<file path="src/rtl/hamming_serial_rx.sv">
// -----------------------------------------------------------------------------
// hamming_serial_rx
//
// Parametrised serial Hamming receiver. Code bits arrive one per strobe_in,
// first bit = codeword position 1. When the frame completes, the syndrome is
// computed, a single-bit error is corrected and the data bits are extracted
// (ascending non-power-of-two positions map to d_out[K-1] .. d_out[0]).
//
// Build option:
//   HAMM_SECDED_EN  defined   -> frame length N+1, extended-Hamming SECDED
//                               decode, err_det driven.
//                   undefined -> frame length N, pure SEC, err_det tied 0.
//
// Parameters:
//   P      parity-bit count, legal range 3..6 (N = 2^P-1, K = N-P)
//   CNT_W  width of the saturating corrected-frame counter
//
// Ports:
//   clk        rising-edge clock
//   rst        synchronous active-high reset
//   d_in       serial code bit
//   strobe_in  sample d_in on this edge
//   sync_in    discard any partial frame; a coincident strobe starts bit 1
//   d_out      corrected data word (held until next frame)
//   d_valid    one-cycle pulse when d_out/status were updated
//   syndrome   Hamming syndrome of the last frame
//   err_corr   last frame had a corrected single error
//   err_det    last frame had an uncorrectable double error (SECDED only)
//   err_count  saturating count of frames with err_corr=1
//   busy       a partial frame is held
// -----------------------------------------------------------------------------
module hamming_serial_rx #(
    parameter int unsigned P     = 3,
    parameter int unsigned CNT_W = 8,
    localparam int unsigned N    = (1 << P) - 1,
    localparam int unsigned K    = N - P
) (
    input  logic             clk,
    input  logic             rst,
    input  logic             d_in,
    input  logic             strobe_in,
    input  logic             sync_in,
    output logic [K-1:0]     d_out,
    output logic             d_valid,
    output logic [P-1:0]     syndrome,
    output logic             err_corr,
    output logic             err_det,
    output logic [CNT_W-1:0] err_count,
    output logic             busy
);

`ifdef HAMM_SECDED_EN
    localparam int unsigned F  = N + 1;
`else
    localparam int unsigned F  = N;
`endif
    localparam int unsigned CW = P + 1;   // bit counter width
    localparam int unsigned SW = F - 1;   // bits held before the completing one

    // ---------------------------------------------------------------- state
    logic [CW-1:0]    bit_cnt_q,   bit_cnt_d;
    logic [SW-1:0]    shreg_q,     shreg_d;
    logic [K-1:0]     d_out_q,     d_out_d;
    logic             d_valid_q,   d_valid_d;
    logic [P-1:0]     syndrome_q,  syndrome_d;
    logic             err_corr_q,  err_corr_d;
    logic             err_det_q,   err_det_d;
    logic [CNT_W-1:0] err_count_q, err_count_d;
    logic             busy_q,      busy_d;

    // ---------------------------------------------------------------- decode
    logic [F-1:0] frame_c;
    logic [N:1]   cw_c;
    logic [N:1]   fixed_c;
    logic [P-1:0] syn_c;
    logic [K-1:0] data_c;
    logic         flip_c;
    logic         corr_c;
    logic         det_c;
`ifdef HAMM_SECDED_EN
    logic         pa_c;
`endif

    // Frame as it stands including the bit arriving on this edge; first bit at MSB.
    always_comb begin
        frame_c = {shreg_q, d_in};
        for (int unsigned p = 1; p <= N; p++) begin
            cw_c[p] = frame_c[F - p];
        end
    end

    // Syndrome: XOR of the indices of all set positions.
    always_comb begin
        syn_c = '0;
        for (int unsigned p = 1; p <= N; p++) begin
            if (cw_c[p]) begin
                syn_c = syn_c ^ P'(p);
            end
        end
    end

    // Correction decision.
    always_comb begin
        flip_c = 1'b0;
        corr_c = 1'b0;
        det_c  = 1'b0;
`ifdef HAMM_SECDED_EN
        pa_c = ^frame_c;
        if (syn_c != '0) begin
            if (pa_c) begin
                flip_c = 1'b1;
                corr_c = 1'b1;
            end else begin
                // Two errors: report, leave data raw.
                det_c = 1'b1;
            end
        end else if (pa_c) begin
            // Only the overall parity bit was hit; data is intact.
            corr_c = 1'b1;
        end
`else
        if (syn_c != '0) begin
            flip_c = 1'b1;
            corr_c = 1'b1;
        end
`endif
    end

    // Invert the flagged position, then gather data bits in ascending order.
    always_comb begin
        int unsigned j;
        fixed_c = cw_c;
        data_c  = '0;
        j       = K;
        for (int unsigned p = 1; p <= N; p++) begin
            fixed_c[p] = cw_c[p] ^ (flip_c && (syn_c == P'(p)));
        end
        for (int unsigned p = 1; p <= N; p++) begin
            if ((p & (p - 1)) != 0) begin
                j         = j - 1;
                data_c[j] = fixed_c[p];
            end
        end
    end

    // ---------------------------------------------------------------- control
    always_comb begin
        bit_cnt_d   = bit_cnt_q;
        shreg_d     = shreg_q;
        d_out_d     = d_out_q;
        d_valid_d   = 1'b0;
        syndrome_d  = syndrome_q;
        err_corr_d  = err_corr_q;
        err_det_d   = err_det_q;
        err_count_d = err_count_q;

        if (sync_in) begin
            // Resync wins over completion; a coincident strobe is bit 1.
            bit_cnt_d = strobe_in ? CW'(1) : '0;
            shreg_d   = strobe_in ? SW'(d_in) : '0;
        end else if (strobe_in) begin
            if (bit_cnt_q == CW'(F - 1)) begin
                bit_cnt_d  = '0;
                shreg_d    = '0;
                d_out_d    = data_c;
                d_valid_d  = 1'b1;
                syndrome_d = syn_c;
                err_corr_d = corr_c;
                err_det_d  = det_c;
                if (corr_c && (err_count_q != {CNT_W{1'b1}})) begin
                    err_count_d = err_count_q + CNT_W'(1);
                end
            end else begin
                bit_cnt_d = bit_cnt_q + CW'(1);
                shreg_d   = {shreg_q[SW-2:0], d_in};
            end
        end

        busy_d = (bit_cnt_d != '0);
    end

    // ---------------------------------------------------------------- registers
    always_ff @(posedge clk) begin
        if (rst) begin
            bit_cnt_q   <= '0;
            shreg_q     <= '0;
            d_out_q     <= '0;
            d_valid_q   <= 1'b0;
            syndrome_q  <= '0;
            err_corr_q  <= 1'b0;
            err_det_q   <= 1'b0;
            err_count_q <= '0;
            busy_q      <= 1'b0;
        end else begin
            bit_cnt_q   <= bit_cnt_d;
            shreg_q     <= shreg_d;
            d_out_q     <= d_out_d;
            d_valid_q   <= d_valid_d;
            syndrome_q  <= syndrome_d;
            err_corr_q  <= err_corr_d;
            err_det_q   <= err_det_d;
            err_count_q <= err_count_d;
            busy_q      <= busy_d;
        end
    end

    assign d_out     = d_out_q;
    assign d_valid   = d_valid_q;
    assign syndrome  = syndrome_q;
    assign err_corr  = err_corr_q;
    assign err_det   = err_det_q;
    assign err_count = err_count_q;
    assign busy      = busy_q;

endmodule

</file>
<file path="config.mk">
export PLATFORM = sky130hd
export DESIGN_NAME = hamming_serial_rx
export DESIGN_NICKNAME = d
export VERILOG_FILES = /design/src/rtl/hamming_serial_rx.sv
export SDC_FILE = /design/constraint.sdc
export NUM_CORES = 1
export LEC_CHECK = 0
export CAP_MARGIN = 20
export CORE_ASPECT_RATIO = 1.25
export CORE_MARGIN = 3
export CORE_UTILIZATION = 55
export CTS_CLUSTER_SIZE = 28
export DETAILED_ROUTE_END_ITERATION = 8
export PLACE_DENSITY = 0.82
export SYNTH_ARGS = -nofsm -noshare
export SYNTH_HDL_FRONTEND = slang
export SYNTH_SLANG_ARGS = --single-unit
</file>
<file path="constraint.sdc">
create_clock -name clk -period 3.2 [get_ports clk]
set_input_delay 0.48 -clock clk [delete_from_list [all_inputs] [get_ports clk]]
set_output_delay 0.48 -clock clk [all_outputs]
set_load 0.005 [all_outputs]
</file>
### Yosys cells after proc, flatten, opt, wreduce, memory -nomap -nowiden

Cells that the tools add are included.

* flip-flop bits (word level): 28
* output and inout bits: 19
* logic and storage cells: 56

* add/sub/neg operators: 2
* eq/ne operators: 6
* mux-type cells: 17
* bitwise gates (word level): 12
* reductions and logical operators: 11

Operators with widths (count)
* 6-bit 2-to-1 mux: 3
* 3-bit 2-to-1 mux: 4
* 4-bit 2-to-1 mux: 3
* 3-bit == test (second input constant): 3
* 8-bit by 1-bit adder with 8-bit output (second input constant): 1
* 8-bit != test (second input constant): 1
* 2-bit inverter: 3
* 1-bit logical AND: 5
* 1-bit 2-to-1 mux: 5
* 4-bit by 1-bit adder with 4-bit output (second input constant): 1
* 4-bit by 3-bit == test with 1-bit output (second input constant): 1
* 2-bit 2-to-1 mux: 2
* 4-bit AND reduction: 1
* 4-bit nonzero test: 1
* 1-bit XOR: 4
* 3-bit by 2-bit == test with 1-bit output (second input constant): 1
* 3-bit inverter: 1
* 3-bit AND reduction: 1
* 3-bit nonzero test: 1
* 3-bit OR reduction: 1
* 1-bit inverter: 2
* 1-bit inverter (first input constant): 2
* 2-bit nonzero test: 1

### Depth between registers and ports, before layout

* word-level depth: 15
* gate-level depth with buffers: 7
* gate-level depth less buffers: 5

### Worst setup path after synthesis

OpenSTA, ideal clock, no wires.

* path type: in2reg
* start: input strobe_in
* end: register err_count_q[4] (netlist: err_count[4])
* arrival: 1.845 ns
* data required time: 3.130 ns
* setup slack: 1.284 ns
* stages on the path: 7
* buffers on the path: 2
* path through: buf_2 and4b_1 and2_1 buf_4 nand2_1 or4_1 a21oi_1

* cells in the longest elaborated chain, start to end: 1

Ends and longest elaborated chain
* start: declaration: line 41 `input logic strobe_in,`
* 4-bit AND reduction (no source line)
* end signal: assignment: line 202 `err_count_q <= err_count_d;`
* end: declaration: line 68 `logic [CNT_W-1:0] err_count_q, err_count_d;`

No other way between the ends.
A chain may end at the register's enable or synchronous reset.

### Final worst setup path

* start: input d_in
* end: register err_count_q[2] (netlist: err_count[2])

* cells in the longest elaborated chain, start to end: 5

Ends and longest elaborated chain
* start: declaration: line 40 `input logic d_in,`
* 3-bit 2-to-1 mux: line 96 `if (cw_c[p]) begin`
* 3-bit nonzero test: line 122 `if (syn_c != '0) begin`
* 1-bit 2-to-1 mux: line 122
* 1-bit logical AND: line 170 `if (corr_c && (err_count_q != {CNT_W{1'b1}})) begin`
* 4-bit AND reduction (no source line)

No other way between the ends.

==> qor.yml <==
outcome: "completed"
seq_area_frac_synth_pct: 38.62
startpoint: "d_in"
ys_seq_elements: 28
grt_use_total_pct: 18.08
setup_ws_ps: 925.6
r2r_end: "err_count[2]$_SDFFE_PP0P_"
reg2regPathDepth: 5
rows: 20
finalHoldViolations: 0
postCtsSetupRepairBufs: 0
synth_top_area_cell: "dfxtp_1"
layout-drive-gt1-share_pct: 9.890
vias: 1181
dpl.hpwl_mm: 2.029
ys_top_cells_by_area: "dfxtp_1 39%, nor2_1 5.4%, a21oi_1 4.8%, xnor2_1 4.2%, a211oi_1 4.1%"
holdWs_ps: 483.3
route.detailed.drc: 0
cp_num_buf_inv: 1
syn_area_um2: 1451
antenna_found_initial: 0
grt_start_max_net_pins: 20
tightest_slew_ps: 527.4
numCtsBuffers: 3
finalMaxSlewViolations: 0
crit_path_end_kind: "register"
grt_pass1_wl_mm: 4.705
vias_per_cell: 5.493
insertion_delay_ps: 320
avgRoutedWirePerCell_um: 12.53
drt_wl_total_mm: 2.694
r2r_slack_ps: 1130
layout_commonest_cell: "dfxtp_1"
synth_edf_count: 0
arrival_ps: 2510
io_buffers: 22
p_leak_nw: 0.5438
grt_overflow: 0
stdcell_count: 215
setup_viol: 0
p_per_area_nw_per_um2: 341.8
skew_ps: 0.7691
boundaryPins: 24
hp-class: "reg -> reg"
placed_cells: 211
gp_congestion: 0.8046
cap_violations: 0
setup_tns_ps: 0
start_util_pct: 58.59
async_flop_share_pct: 0
cp_cell_sequence: "clkdlybuf4s50_1 -> xnor2_2 -> or3_1 -> a21oi_2 -> nor3b_1 -> mux2_2"
min_period_over_period_pct: 71.08
yosys.cell_types.count: 46
die_w_um: 51.95
tritoncts: "done"
root_buffer: "clkbuf_4"
die_y_um: 63.44
path_clk_slew_ps: 140
crit_cells: 6
core_um2: 2477
htree_num_levels: 1
cp_slowest_cell: "clkdlybuf4s50_1"
fill_cells: 201
synth_nets: 172
required_ps: 3430
die_area_um2: 3295
register_area_um2: 560.5
path_class: "in -> reg"
vdd_ir_drop_max_uv: 231.2
rr_startpoint: "shreg_q[1]$_SDFFE_PP0P_"
synth-main-ff-cell: "dfxtp_1"
rsz0062_at_grt: "false"
fmax_ghz: 0.4397
ant_nets: 0
mostFrequentLayoutCells: "28 x dfxtp_1, 22 x clkdlybuf4s50_1, 21 x nor2_1, 14 x a21oi_1, 11 x nand3_1"
cp-start-kind: "primary input"
avgSynthCellArea_um2: 8.743
ctsResizeCount: 0
maxSlewHeadroom_pct: 64.84
n_antenna_cell: 0
drtPass1Iterations: 4
cts_hold_buf: 0
syn_to_final_growth_pct: 16.55
place_ws_ps: 568.9
drt_iter0_drc: 28
power_uw: 578.3
multi_input_area_um2: 799.5
period_needed_ps: 2274
clk_path_buf_depth: 2
grt_pass1_vias: 1104
synthCells: 166
cp_top_family: "buffers and inverters"
final_nets: 189
critical_path.endpoint: "err_count[2]$_SDFFE_PP0P_"
ys_warn_count: 0
critPathMaxFanout: 13
cts_sinks: 28
cp_slowest_stage_delay_ps: 530
yosysTopAreaCellShare_pct: 38.62
-- cells by family (layout without fill, tap and decap cells) --
family | after synthesis | in the layout | synth area share, %
flops | 28 | 28 | 38.62
xor+xnor | 13 | 13 | 9.828
compound gates | 33 | 33 | 14.48
simple gates | 70 | 70 | 26.12
fa+ha+maj | 1 | 1 | 0.8619
mux | 4 | 4 | 3.535
buf+inv | 16 | 32 | 6.293
other cells | 1 | 1 | 0.2584
-- routing by layer --
layer,part of all wire [%],track usage (%)
met5,0,0
met4,1.0,5.574
met3,2.3,2.128
met2,53,32.08
met1,44,21.99
-- where the power goes --
group / switching [mW] / leakage, nW / internal (mW)
Clock: 0.100 / 0.0210 / 0.0697
Sequential: 0.00449 / 0.226 / 0.352
Combinational: 0.0303 / 0.297 / 0.0222
Total: 0.135 / 0.544 / 0.443
-- synthesized netlist by cell type, drive strengths merged (4+ instances only) --
cell type   n
a21oi      15
dfxtp      28
nand2       5
nor2       21
or3         4
nand3      11
clkbuf      5
nor3        5
o21ai       4
nand2b      6
buf         8
xnor2       9
a211oi      9
-- metrics by stage --
step / utilization (%) / instance area, um2
after floorplan: - / 1451
after global placement: 66.82 / 1655
after detailed placement: 66.82 / 1655
after CTS: 68.28 / 1692
after global routing: 68.28 / 1692
final: 68.28 / 1692
-- how the worst min path moves through the flow --
stage	slack, ps	cells after the start	endpoint	startpoint
4_1_cts	490	2	shreg_q[5]$_SDFFE_PP0P_	shreg_q[5]$_SDFFE_PP0P_
3_5_place_dp	470	2	shreg_q[5]$_SDFFE_PP0P_	shreg_q[5]$_SDFFE_PP0P_
3_3_place_gp	460	2	shreg_q[5]$_SDFFE_PP0P_	shreg_q[5]$_SDFFE_PP0P_
5_1_grt	510	2	shreg_q[5]$_SDFFE_PP0P_	shreg_q[5]$_SDFFE_PP0P_
2_1_floorplan	450	2	shreg_q[5]$_SDFFE_PP0P_	shreg_q[5]$_SDFFE_PP0P_
6_report	480	2	shreg_q[5]$_SDFFE_PP0P_	shreg_q[5]$_SDFFE_PP0P_
-- state kept, by name, indices dropped and copies added, names as in the netlist --
register / cells
busy: 1
err_corr: 1
d_out: 4
shreg_q: 6
d_valid: 1
err_count: 8
syndrome: 3
bit_cnt_q: 4
-- cell type report --
| class | count | area share [%] |
|---|---|---|
| clock buffer | 4 | 2.145 |
| inverter | 3 | 0.6657 |
| multi-input combinational | 122 | 47.26 |
| sequential | 28 | 33.14 |
| tap | 33 | 2.441 |
| timing repair buffer | 25 | 14.35 |
-- worst min-delay path: stages (launching register included) --
cell	delay, ps
dfxtp_1	340
nand2b_1	70
a21oi_1	50
Note: power is estimated with default switching activity, not from simulation.
